<file path="src/rtl/clkmon_pkg.sv">
// Shared definitions for the clock monitor: FSM state encoding and default widths.
package clkmon_pkg;

    // Counter width shared with the clock divider that usually feeds this monitor.
    localparam int CNT_W_DEF       = 25;
    localparam int SYNC_STAGES_DEF = 2;

    typedef enum logic [1:0] {
        ST_IDLE = 2'd0,
        ST_ARM  = 2'd1,
        ST_HIGH = 2'd2,
        ST_LOW  = 2'd3
    } state_e;

endpackage

</file>
<file path="src/rtl/clkmon_sync_edge.sv">
// Multi-flop synchronizer for an asynchronous level, followed by a history flop
// used to derive single-cycle rise/fall strobes in the clk_i domain.
module clkmon_sync_edge #(
    parameter int SYNC_STAGES = 2
) (
    input  logic clk_i,
    input  logic rst_ni,
    input  logic d_i,
    output logic s_o,
    output logic rise_o,
    output logic fall_o
);

    logic [SYNC_STAGES-1:0] sync_q;
    logic                   hist_q;

    // Shift the asynchronous input through the synchronizer chain and keep one cycle of history.
    always_ff @(posedge clk_i or negedge rst_ni) begin
        if (!rst_ni) begin
            sync_q <= '0;
            hist_q <= 1'b0;
        end else begin
            // NOTE: non-blocking assignments let every stage sample the previous stage's old value, which is what makes this a chain rather than a wire.
            sync_q <= {sync_q[SYNC_STAGES-2:0], d_i};
            hist_q <= sync_q[SYNC_STAGES-1];
        end
    end

    assign s_o    = sync_q[SYNC_STAGES-1];
    assign rise_o =  s_o & ~hist_q;
    assign fall_o = ~s_o &  hist_q;

endmodule

</file>
<file path="src/rtl/clkmon.sv">
// Pulse-width / period meter for a slow asynchronous square wave. Reports high time,
// low time and period in clk_i cycles, a duty-symmetry flag, and a sticky stall flag.
module clkmon
    import clkmon_pkg::*;
#(
    parameter int               CNT_W       = CNT_W_DEF,
    parameter int               SYNC_STAGES = SYNC_STAGES_DEF,
    parameter logic [CNT_W-1:0] TIMEOUT     = '1
) (
    input  logic             clk_i,
    input  logic             rst_ni,
    input  logic             en_i,
    input  logic             sig_i,
    output logic [CNT_W-1:0] high_o,
    output logic [CNT_W-1:0] low_o,
    output logic [CNT_W:0]   period_o,
    output logic             valid_o,
    output logic             sym_o,
    output logic             timeout_o
);

    state_e            state;
    logic [CNT_W-1:0]  hcnt;
    logic [CNT_W-1:0]  lcnt;
    logic [CNT_W-1:0]  hcnt_inc;
    logic [CNT_W-1:0]  lcnt_inc;
    logic [CNT_W:0]    period_next;
    logic signed [CNT_W:0] diff;
    logic              sym_next;
    logic              rise;
    logic              fall;
    // The synchronized level is exposed by the synchronizer but the FSM only needs the edges.
    logic              s_unused;

    clkmon_sync_edge #(
        .SYNC_STAGES(SYNC_STAGES)
    ) u_sync (
        .clk_i (clk_i),
        .rst_ni(rst_ni),
        .d_i   (sig_i),
        .s_o   (s_unused),
        .rise_o(rise),
        .fall_o(fall)
    );

    // Saturating increments, period sum and symmetry test for the period being closed.
    always_comb begin
        // NOTE: every output of this block gets a value on every path, so no latch can be inferred.
        hcnt_inc    = (&hcnt) ? hcnt : hcnt + CNT_W'(1);
        lcnt_inc    = (&lcnt) ? lcnt : lcnt + CNT_W'(1);
        period_next = {1'b0, hcnt} + {1'b0, lcnt};
        diff        = $signed({1'b0, hcnt}) - $signed({1'b0, lcnt});
        sym_next    = (diff == '0) || (diff == (CNT_W+1)'(1)) || (diff == '1);
    end

    // Measurement FSM: arm on a rise, count high then low, publish on the closing rise.
    always_ff @(posedge clk_i or negedge rst_ni) begin
        if (!rst_ni) begin
            state     <= ST_IDLE;
            hcnt      <= '0;
            lcnt      <= '0;
            high_o    <= '0;
            low_o     <= '0;
            period_o  <= '0;
            valid_o   <= 1'b0;
            sym_o     <= 1'b0;
            timeout_o <= 1'b0;
        end else if (!en_i) begin
            // Results stay readable while disabled; only live state is cleared.
            state     <= ST_IDLE;
            hcnt      <= '0;
            lcnt      <= '0;
            valid_o   <= 1'b0;
            timeout_o <= 1'b0;
        end else begin
            valid_o <= 1'b0;
            case (state)
                ST_IDLE: begin
                    state <= ST_ARM;
                end
                ST_ARM: begin
                    // Whatever phase was in progress at arming is never reported.
                    if (rise) begin
                        hcnt  <= CNT_W'(1);
                        lcnt  <= '0;
                        state <= ST_HIGH;
                    end
                end
                ST_HIGH: begin
                    // A stall check takes priority over an edge arriving the same cycle.
                    if (hcnt == TIMEOUT) begin
                        timeout_o <= 1'b1;
                        hcnt      <= '0;
                        lcnt      <= '0;
                        state     <= ST_ARM;
                    end else if (fall) begin
                        lcnt  <= CNT_W'(1);
                        state <= ST_LOW;
                    end else begin
                        hcnt <= hcnt_inc;
                    end
                end
                ST_LOW: begin
                    if (lcnt == TIMEOUT) begin
                        timeout_o <= 1'b1;
                        hcnt      <= '0;
                        lcnt      <= '0;
                        state     <= ST_ARM;
                    end else if (rise) begin
                        high_o    <= hcnt;
                        low_o     <= lcnt;
                        period_o  <= period_next;
                        sym_o     <= sym_next;
                        valid_o   <= 1'b1;
                        timeout_o <= 1'b0;
                        hcnt      <= CNT_W'(1);
                        lcnt      <= '0;
                        state     <= ST_HIGH;
                    end else begin
                        lcnt <= lcnt_inc;
                    end
                end
                default: begin
                    state <= ST_IDLE;
                end
            endcase
        end
    end

endmodule

</file>
<file path="config.mk">
export PLATFORM = sky130hd
export DESIGN_NAME = clkmon
export DESIGN_NICKNAME = d
export VERILOG_FILES = /design/src/rtl/clkmon_pkg.sv /design/src/rtl/clkmon_sync_edge.sv /design/src/rtl/clkmon.sv
export SDC_FILE = /design/constraint.sdc
export NUM_CORES = 1
export LEC_CHECK = 0
export CORE_UTILIZATION = 50
export DETAILED_ROUTE_END_ITERATION = 6
export HOLD_SLACK_MARGIN = 0.06
export PLACE_DENSITY = 0.8
export SETUP_SLACK_MARGIN = 0.05
export SYNTH_ARGS = -nofsm -noshare
export SYNTH_HDL_FRONTEND = slang
export SYNTH_SLANG_ARGS = --single-unit
</file>
<file path="constraint.sdc">
create_clock -name clk_i -period 3.7 [get_ports clk_i]
set_clock_uncertainty 0.15 [all_clocks]
set_input_delay 0.555 -clock clk_i [delete_from_list [all_inputs] [get_ports clk_i]]
set_output_delay 0.555 -clock clk_i [all_outputs]
set_load 0.02 [all_outputs]
</file>
Yosys cells after proc, flatten, opt, wreduce, memory -nomap -nowiden:

Cells that the tools add are included.

* output and inout bits: 79
* word-level logic and storage cells: 76
* register bits: 134

* muxes and demuxes: 30
* add/subtract/negate cells: 4
* equality and inequality tests: 16
* reduce and logical (&&, ||, !) cells: 10
* bitwise operators: 5

Operators by type and width (count)
* 2-to-1 mux 25 bit: 13
* one-hot mux 25 bit (3 select lines): 2
* adder 25 x 1 -> 25 bit, second input constant: 2
* == test 25 bit, second input constant: 2
* AND reduction 25 bit: 2
* adder 25 x 25 -> 26 bit: 1
* == test 26 x 2 -> 1 bit, second input constant: 1
* == test 26 bit, second input constant: 1
* logical NOT 26 bit: 1
* subtractor 25 x 25 -> 26 bit: 1
* inequality test 4 bit, second input constant: 4
* 2-to-1 mux 2 bit: 5
* 2-to-1 mux 1 bit: 8
* one-hot mux 2 bit (4 select lines): 1
* AND reduction 4 bit: 2
* inequality test 3 bit, second input constant: 2
* AND reduction 3 bit: 2
* inequality test 5 bit, second input constant: 1
* == test 2 bit, second input constant: 2
* inequality test 4 x 1 -> 1 bit, second input constant: 1
* inequality test 3 x 1 -> 1 bit, second input constant: 1
* inverter 1 bit: 3
* bitwise AND 1 bit: 2
* == test 2 x 1 -> 1 bit, second input constant: 1
* other kinds (3): 4

Depth between registers and ports, before layout:

Gate-level depths: netlist of the first run.

* depth after elaboration: 6
* mapped depth: 14
* depth with buffers taken out: 14

By module:

From an unflattened synthesis of the first run, not the netlist that was laid out.

* cells, all modules: 1037
* area total of the unflattened synthesis: 8792.2 sq um

Modules (own cells, without submodules)
* clkmon: cells an instance 1032, sequential area each 3278.1 sq um, area each 8702.1 sq um, times used 1
* clkmon_sync_edge: cells an instance 5, sequential area each 75.1 sq um, area each 90.1 sq um, times used 1

Worst setup path before layout of the first run:

Ideal clock, no wire load.

* path kind: reg-to-reg
* start point: reg hcnt[0]
* end point: reg sym_o
* clock period less this slack: 3.458 ns
* setup time: 0.066 ns
* setup slack: 0.242 ns
* arrival: 3.242 ns
* path buffers: 0
* cell stages (with the launch flop): 14
* cells stage by stage: dfrtp_1 > inv_1 > ha_1 > fa_1 > nand2b_1 > a211o_1 > a21oi_1 > o31ai_2 > a2111oi_0 > o21a_1 > xnor2_1 > or3b_1 > nor4_1 > a221o_1

* cells in the longest elaborated chain, start to end: 4

RTL lines
* start, declared: line clkmon.sv:23 `logic [CNT_W-1:0] hcnt;`
* start signal, assigned: line clkmon.sv:100 `hcnt <= hcnt_inc;`
* subtractor 25 x 25 -> 26 bit (*): line clkmon.sv:52 `diff = $signed({1'b0, hcnt}) - $signed({1'b0, lcnt});`
* == test 26 x 2 -> 1 bit / logical NOT 26 bit (equally long branches): line clkmon.sv:53 `sym_next = (diff == '0) || (diff == (CNT_W+1)'(1)) || (diff == '1);`
* logical OR 1 bit: line clkmon.sv:53
* logical OR 1 bit (*): line clkmon.sv:53
* end signal, assigned: line clkmon.sv:113 `sym_o <= sym_next;`
* end, declared: line clkmon.sv:18 `output logic sym_o,`

Mark *: on every way between the ends. The rest lies on a longest branch, timed or not.
A chain may end at the register's enable or synchronous reset.

Worst setup path in the final report of the first run:

Same ends and word-level chain as after synthesis.

==> results of run 1 <==
-- power groups by stage --
stage                     Clock [mW]  Combinational (mW)  Sequential (mW)
after floorplan                    0              0.0990             1.52
after global placement             0               0.194             1.51
after detailed placement           0               0.197             1.51
after CTS                       1.56               0.199             1.49
after global routing            1.63               0.223             1.49
final                           1.55               0.202             1.49
-- sequential cells by signal, summed over array words and instances (netlist names) --
register       count
valid_o            1
hcnt              25
low_o             25
u_sync.sync_q      2
period_o          26
state              2
high_o            25
sym_o              1
u_sync.hist_q      1
lcnt              25
timeout_o          1
-- critical path, stage by stage (launching register included) --
cell and delay, ps:
dfrtp_1 360, inv_1 70, ha_2 210, fa_2 360, nand2b_1 180, a211o_1 380, a21oi_2 180, a21oi_2 90
xnor2_1 230, and3_2 230, nand4_1 90, or4b_1 480, nor4_1 180, and4b_1 230, a221o_1 100
-- layout make-up --
type	count	share of cell area
multi-input combinational	788	0.453
clock buffer	18	0.0417
timing repair buffer	139	0.122
sequential	134	0.326
tap	220	0.0268
inverter	56	0.0204
clock inverter	13	0.00997
-- cells by family (layout without fill, tap and decap cells) --
family / Yosys count / count (layout) / share of synthesized area
simple gates: 426 / 426 / 0.227
compound gates: 251 / 251 / 0.176
flops: 134 / 134 / 0.396
buf+inv: 99 / 226 / 0.0597
xor+xnor: 56 / 56 / 0.0580
fa+ha+maj: 54 / 54 / 0.0816
mux: 1 / 1 / 0.00118
-- layer usage --
metal  up-vias  track usage
met3        42       0.0504
li1       3753            -
met5         -            0
met4         0        0.100
met1      3774        0.387
met2       306        0.436
-- cells in the final DEF, fill, tap and decap left out, drive strengths merged, types with 6 or more instances in the layout --
master,count
clkbuf,18
clkdlybuf4s50,81
and3,16
a31oi,6
o21bai,8
nor3,20
buf,58
nor4,11
nand2b,8
a21oi,69
inv,59
nand3,34
dfrtp,134
or3,14
nor2,94
clkinvlp,6
xnor2,50
ha,52
xor2,6
o21ai,109
nand2,196
nand4,13
-- stage by stage --
| stage | util | worst slack, ps | cell area (µm²) |
|---|---|---|---|
| global placement | 0.586 | 76.3 | 9690 |
| floorplan | - | 242 | 8460 |
| global route | 0.623 | -38.9 | 10300 |
| CTS | 0.619 | 73.8 | 10200 |
| finish | 0.623 | 129 | 10300 |
| detailed placement | 0.586 | -8.03 | 9690 |
-- worst paths after layout --
path                       slack (ps)        startpoint  cells after the start          endpoint
hold / removal                     30            rst_ni                      1         high_o[4]
hold reg to reg                   210  u_sync.sync_q[0]                      0  u_sync.sync_q[1]
setup reg to reg                  130           hcnt[0]                     14             sym_o
max in group asynchronous        2500            rst_ni                      2         timeout_o
setup / recovery                  130           hcnt[0]                     14             sym_o
min in group clk_i                210  u_sync.sync_q[0]                      0  u_sync.sync_q[1]
-- what timing repair did --
action                                 CTS  global route
pin swaps                                0            12
resized for setup                        3            17
endpoints found under the hold margin    0             0
setup endpoints to repair                1             6
==> run_results.csv, run 1 <==
group,metric,value,unit
run_status,status,"completed",
pwr,power.density,315,nW/µm²
timing,finalSetupTns,0,ps
drt,wl_per_cell,17.1,µm
timing,period_share,0.965,
clock_network,numCtsBuffers,17,
global_route,antenna_found_initial,0,
floorplanning,ios,83,
global_route,gr-total-overflow,0,
synthesis,async_flop_share,1.00,
floorplanning,core_area,16500,µm²
placement,dp.cells,1337,
drt,antenna_violating_nets_post_route,0,
floorplanning,die_h,132,µm
drt,drcViolationCount,0,
flow_run,drv_cap,0,
drt,routed-wl-met3,1570,µm
timing,setup_viol,0,
pwr,combPwrFrac,0.062,
synthesis,synth_top_cell_by_area,"dfrtp_1",
synthesis,ys_seq_area_frac,0.396,
synthesis,synthFlopType,"dfrtp_1",
pwr,p_sw,0.829,mW
timing,rsz0062_at_grt,"true",
timing,timing.final.crit_period,3570,ps
clock_network,cts_hold_buffers,0,
global_route,grt_pass1_wl,38200,µm
synthesis,syn_inst,1021,
timing,fmax,280,MHz
final_layout,fin_nets,1194,
drt,vias,7875,
placement,dp_hpwl,17200,µm
drt,top_layer_used,"met4",
clock_network,root_buffer,"clkbuf_16",
floorplanning,start_util,0.512,
synthesis,synth_edf_count,0,
clock_network,cts.clk_slew.worst_paths,70,ps
global_route,grt_max_degree,89,
final_layout,multiInputGateArea,4660,µm²
final_layout,final_cell_count_no_fill,1368,
synthesis,ys_warn_count,0,
pwr,power_frac_clock,0.478,
timing,tightest_slew,812,ps
clock_network,htree_levels,4,
floorplanning,rows,47,
drt,vias_per_cell,5.76,
floorplanning,die_width,132,µm
clock_network,clock_sinks,134,
drt,first_iter_violations,577,
drt,met2_length,10800,µm
floorplanning,dieArea,17400,µm²
global_route,grt_pass1_vias,7583,
final_layout,seqCellArea,3360,µm²
pwr,power.total,3.24,mW
synthesis,synth_most_common_cell,"nand2_1",
clock_network,cts_tree,"built",
final_layout,syn2layout_area_growth,21.6,%
drt,drtPass1Iterations,7,
synthesis,syn-cell-area,8460,µm²
timing,max_slew_margin,0.458,
final_layout,antenna_cells,0,
pwr,ir_drop,310,µV
synthesis,netlist.area_leader.share,0.396,
critical_path,critPathLaunchType,"register",
synthesis,synth_area_leaders,"dfrtp_1, nand2_1, ha_1, o21ai_0, xnor2_1",
drt,met1_length,10600,µm
global_route,track_usage,0.279,
timing,drv_slew,0,
pwr,p_seq_frac,0.460,
min_path,worstHoldPathType,"input pin to asynchronous set/reset pin",
synthesis,syn_nets,1079,
final_layout,nFillCells,1412,
clock_network,cts_buffer_depth,2,
critical_path,critical_path_peak_fanout,3,
critical_path,crit_type,"register to register",
timing,holdWs,33.8,ps
placement,place_congestion,0.949,
placement,port_buffers,82,
pwr,p_int,2.41,mW
critical_path,worstPathRequired,3920,ps
synthesis,synth_commonest_cells,"nand2_1, dfrtp_1, o21ai_0, nor2_1, a21oi_1",
pwr,p_sw_frac,0.256,
synthesis,yosysUniqueCellTypes,72,
drt,wirelength,23500,µm
final_layout,layout-drive-gt1-share,0.108,
critical_path,arrival,3790,ps
timing,hold_viol_final,0,
synthesis,avgSynthCellArea,8.29,µm²
clock_network,insertion_delay,430,ps
critical_path,critPathCaptureType,"register",
clock_network,post_cts_buffers,0,
synthesis,ys_seq_elements,134,
pwr,p_leak,4.70,nW
Note: power is estimated with default switching activity, not from simulation.
==> run 2: changes to the inputs <==
--- a/config.mk
+++ b/config.mk
@@ -6,9 +6,11 @@
 export NUM_CORES = 1
 export LEC_CHECK = 0
 export CORE_UTILIZATION = 50
+export CTS_BUF_LIST = sky130_fd_sc_hd__clkbuf_2
 export DETAILED_ROUTE_END_ITERATION = 6
+export DONT_BUFFER_PORTS = 1
 export HOLD_SLACK_MARGIN = 0.06
-export PLACE_DENSITY = 0.8
+export PLACE_DENSITY = 0.74
 export SETUP_SLACK_MARGIN = 0.05
 export SYNTH_ARGS = -nofsm -noshare
 export SYNTH_HDL_FRONTEND = slang
==> run 2 against run 1 <==
  * Setup slack better by 89 ps
  * Utilization is 5.2 points lower
  * Cell count is 4.9% lower
==> run_results.csv, run 2 (same netlist as run 1, synthesis figures left out) <==
group,metric,value,unit
run_status,status,"completed",
final_layout,final_cell_mix,"nand2_1, dfrtp_1, o21ai_0",
final_layout,final_common_cell,"nand2_1",
timing,timing.final.ws_setup,218,ps
placement,dp.cells,1259,
final_layout,largest_register_ffs,26,
critical_path,r2r_start,"lcnt[1]",
flow_run,drv_cap,0,
min_path,holdPathStages,1,
final_layout,nFillCells,1492,
final_layout,fin_nets,1125,
placement,postPlaceCellArea,8900,µm²
global_route,grt_pass1_wl,36900,µm
critical_path,reg2reg_depth,13,
floorplanning,start_util,0.512,
critical_path,reg2reg_slack,220,ps
clock_network,clock_sinks,134,
final_layout,final_cell_count_no_fill,1301,
clock_network,insertion_delay,760,ps
min_path,worstHoldPathType,"input pin to register",
placement,place_congestion,0.918,
drt,vias_per_cell,5.82,
global_route,grt_pass1_vias,7179,
final_layout,layout-drive-gt1-share,0.132,
pwr,power.total,2.78,mW
drt,first_iter_violations,659,
global_route,gr-total-overflow,0,
clock_network,cts.clk_slew.worst_paths,220,ps
min_path,hold_end,"u_sync.sync_q[0]",
clock_network,cts_tree,"built",
drt,drtPass1Iterations,6,
pwr,power.density,294,nW/µm²
drt,drcViolationCount,0,
pwr,ir_drop,183,µV
clock_network,numCtsBuffers,17,
drt,vias,7573,
global_route,track_usage,0.270,
timing,drv_slew,0,
timing,tightest_slew,692,ps
floorplanning,dieArea,17400,µm²
timing,max_slew_margin,0.538,
drt,wl_per_cell,17.7,µm
timing,period_share,0.941,
critical_path,r2r_end,"sym_o",
placement,port_buffers,0,
clock_network,htree_levels,4,
clock_network,cts_buffer_depth,2,
placement,dp_hpwl,16700,µm
critical_path,crit_type,"register to register",
critical_path,critPathLaunchType,"register",
critical_path,arrival,4050,ps
global_route,grt_max_degree,135,
floorplanning,die_h,132,µm
timing,finalSetupTns,0,ps
final_layout,syn2layout_area_growth,11.4,%
timing,holdWs,204,ps
pwr,p_leak,4.42,nW
placement,dp_worst_setup_slack,18.5,ps
critical_path,critPathCaptureType,"register",
floorplanning,core_area,16500,µm²
critical_path,critical_path_peak_fanout,4,
timing,hold_viol_final,0,
drt,wirelength,23000,µm
global_route,antenna_found_initial,1,
drt,antenna_violating_nets_post_route,0,
critical_path,worstPathRequired,4270,ps
final_layout,finish.utilization,0.571,
timing,setup_viol,0,
timing,rsz0062_at_grt,"false",
final_layout,largest-register,"period_o",
floorplanning,ios,83,
floorplanning,rows,47,
min_path,hp-start,"sig_i",
floorplanning,die_width,132,µm
timing,fmax,287,MHz
clock_network,root_buffer,"clkbuf_2",
final_layout,final_area,9430,µm²
timing,timing.final.crit_period,3480,ps
[run 2: changes by cell type in the layout (fill, tap and decap cells not counted), sizes merged]
cell           before  now
clkinvlp            6    2
clkinv              4    5
a21oi              69   70
inv                59   58
diode               0    2
dlygate4sd3         0    3
clkbuf             18   17
buf                58   66
clkdlybuf4s50      81    0
bufinv              0    5
[run 2: worst max-delay path, cell delays in order, from the launching register on]
cell	delay, ps
dfrtp_2	480
inv_1	150
ha_1	260
nor2b_4	130
o311a_2	360
o21ai_0	280
o2bb2ai_1	200
nand2_1	120
nor3_1	220
nand4_1	120
or4b_1	490
nor4_1	170
and4b_1	220
a221o_1	100
[run 2: cell type report]
cell class / instances / area (µm²) / share of cell area
inverter: 56 / 210 / 0.0223
sequential: 134 / 3360 / 0.356
clock inverter: 14 / 206 / 0.0219
timing repair buffer: 69 / 546 / 0.0579
tap: 220 / 275 / 0.0292
clock buffer: 17 / 85.1 / 0.00902
multi-input combinational: 789 / 4740 / 0.503
antenna: 2 / 5.00 / 0.000531
[run 2: worst max path at each step]
stage	start	to	slack [ps]	cells after the start
after global placement	hcnt[0]	sym_o	70	13
after CTS	lcnt[1]	sym_o	60	13
final	lcnt[1]	sym_o	220	13
after detailed placement	hcnt[0]	sym_o	20	13
after global routing	lcnt[1]	sym_o	40	14
after floorplan	hcnt[0]	sym_o	240	13
[run 2: repair_timing]
action,CTS,global route
buffers inserted,0,4
hold buffers,4,0
gates resized for setup,2,32
pin swaps,0,18
endpoints found under the hold margin,162,0
setup endpoints to repair,1,46
cloned,0,1
[run 2: per-layer routing]
| metal | share of wire | GRT usage | vias to the layer above | wire, µm |
|---|---|---|---|---|
| met5 | 0 | 0 | - | 0 |
| met4 | 0.025 | 0.109 | 0 | 575 |
| met3 | 0.067 | 0.0492 | 43 | 1540 |
| met2 | 0.45 | 0.411 | 300 | 10400 |
| met1 | 0.46 | 0.380 | 3611 | 10500 |
| li1 | - | - | 3619 | - |
[run 2: power breakdown]
part	switching (mW)	internal, mW
combinational	0.123	0.0692
clock	0.583	0.505
sequential	0.0202	1.48
total	0.725	2.05
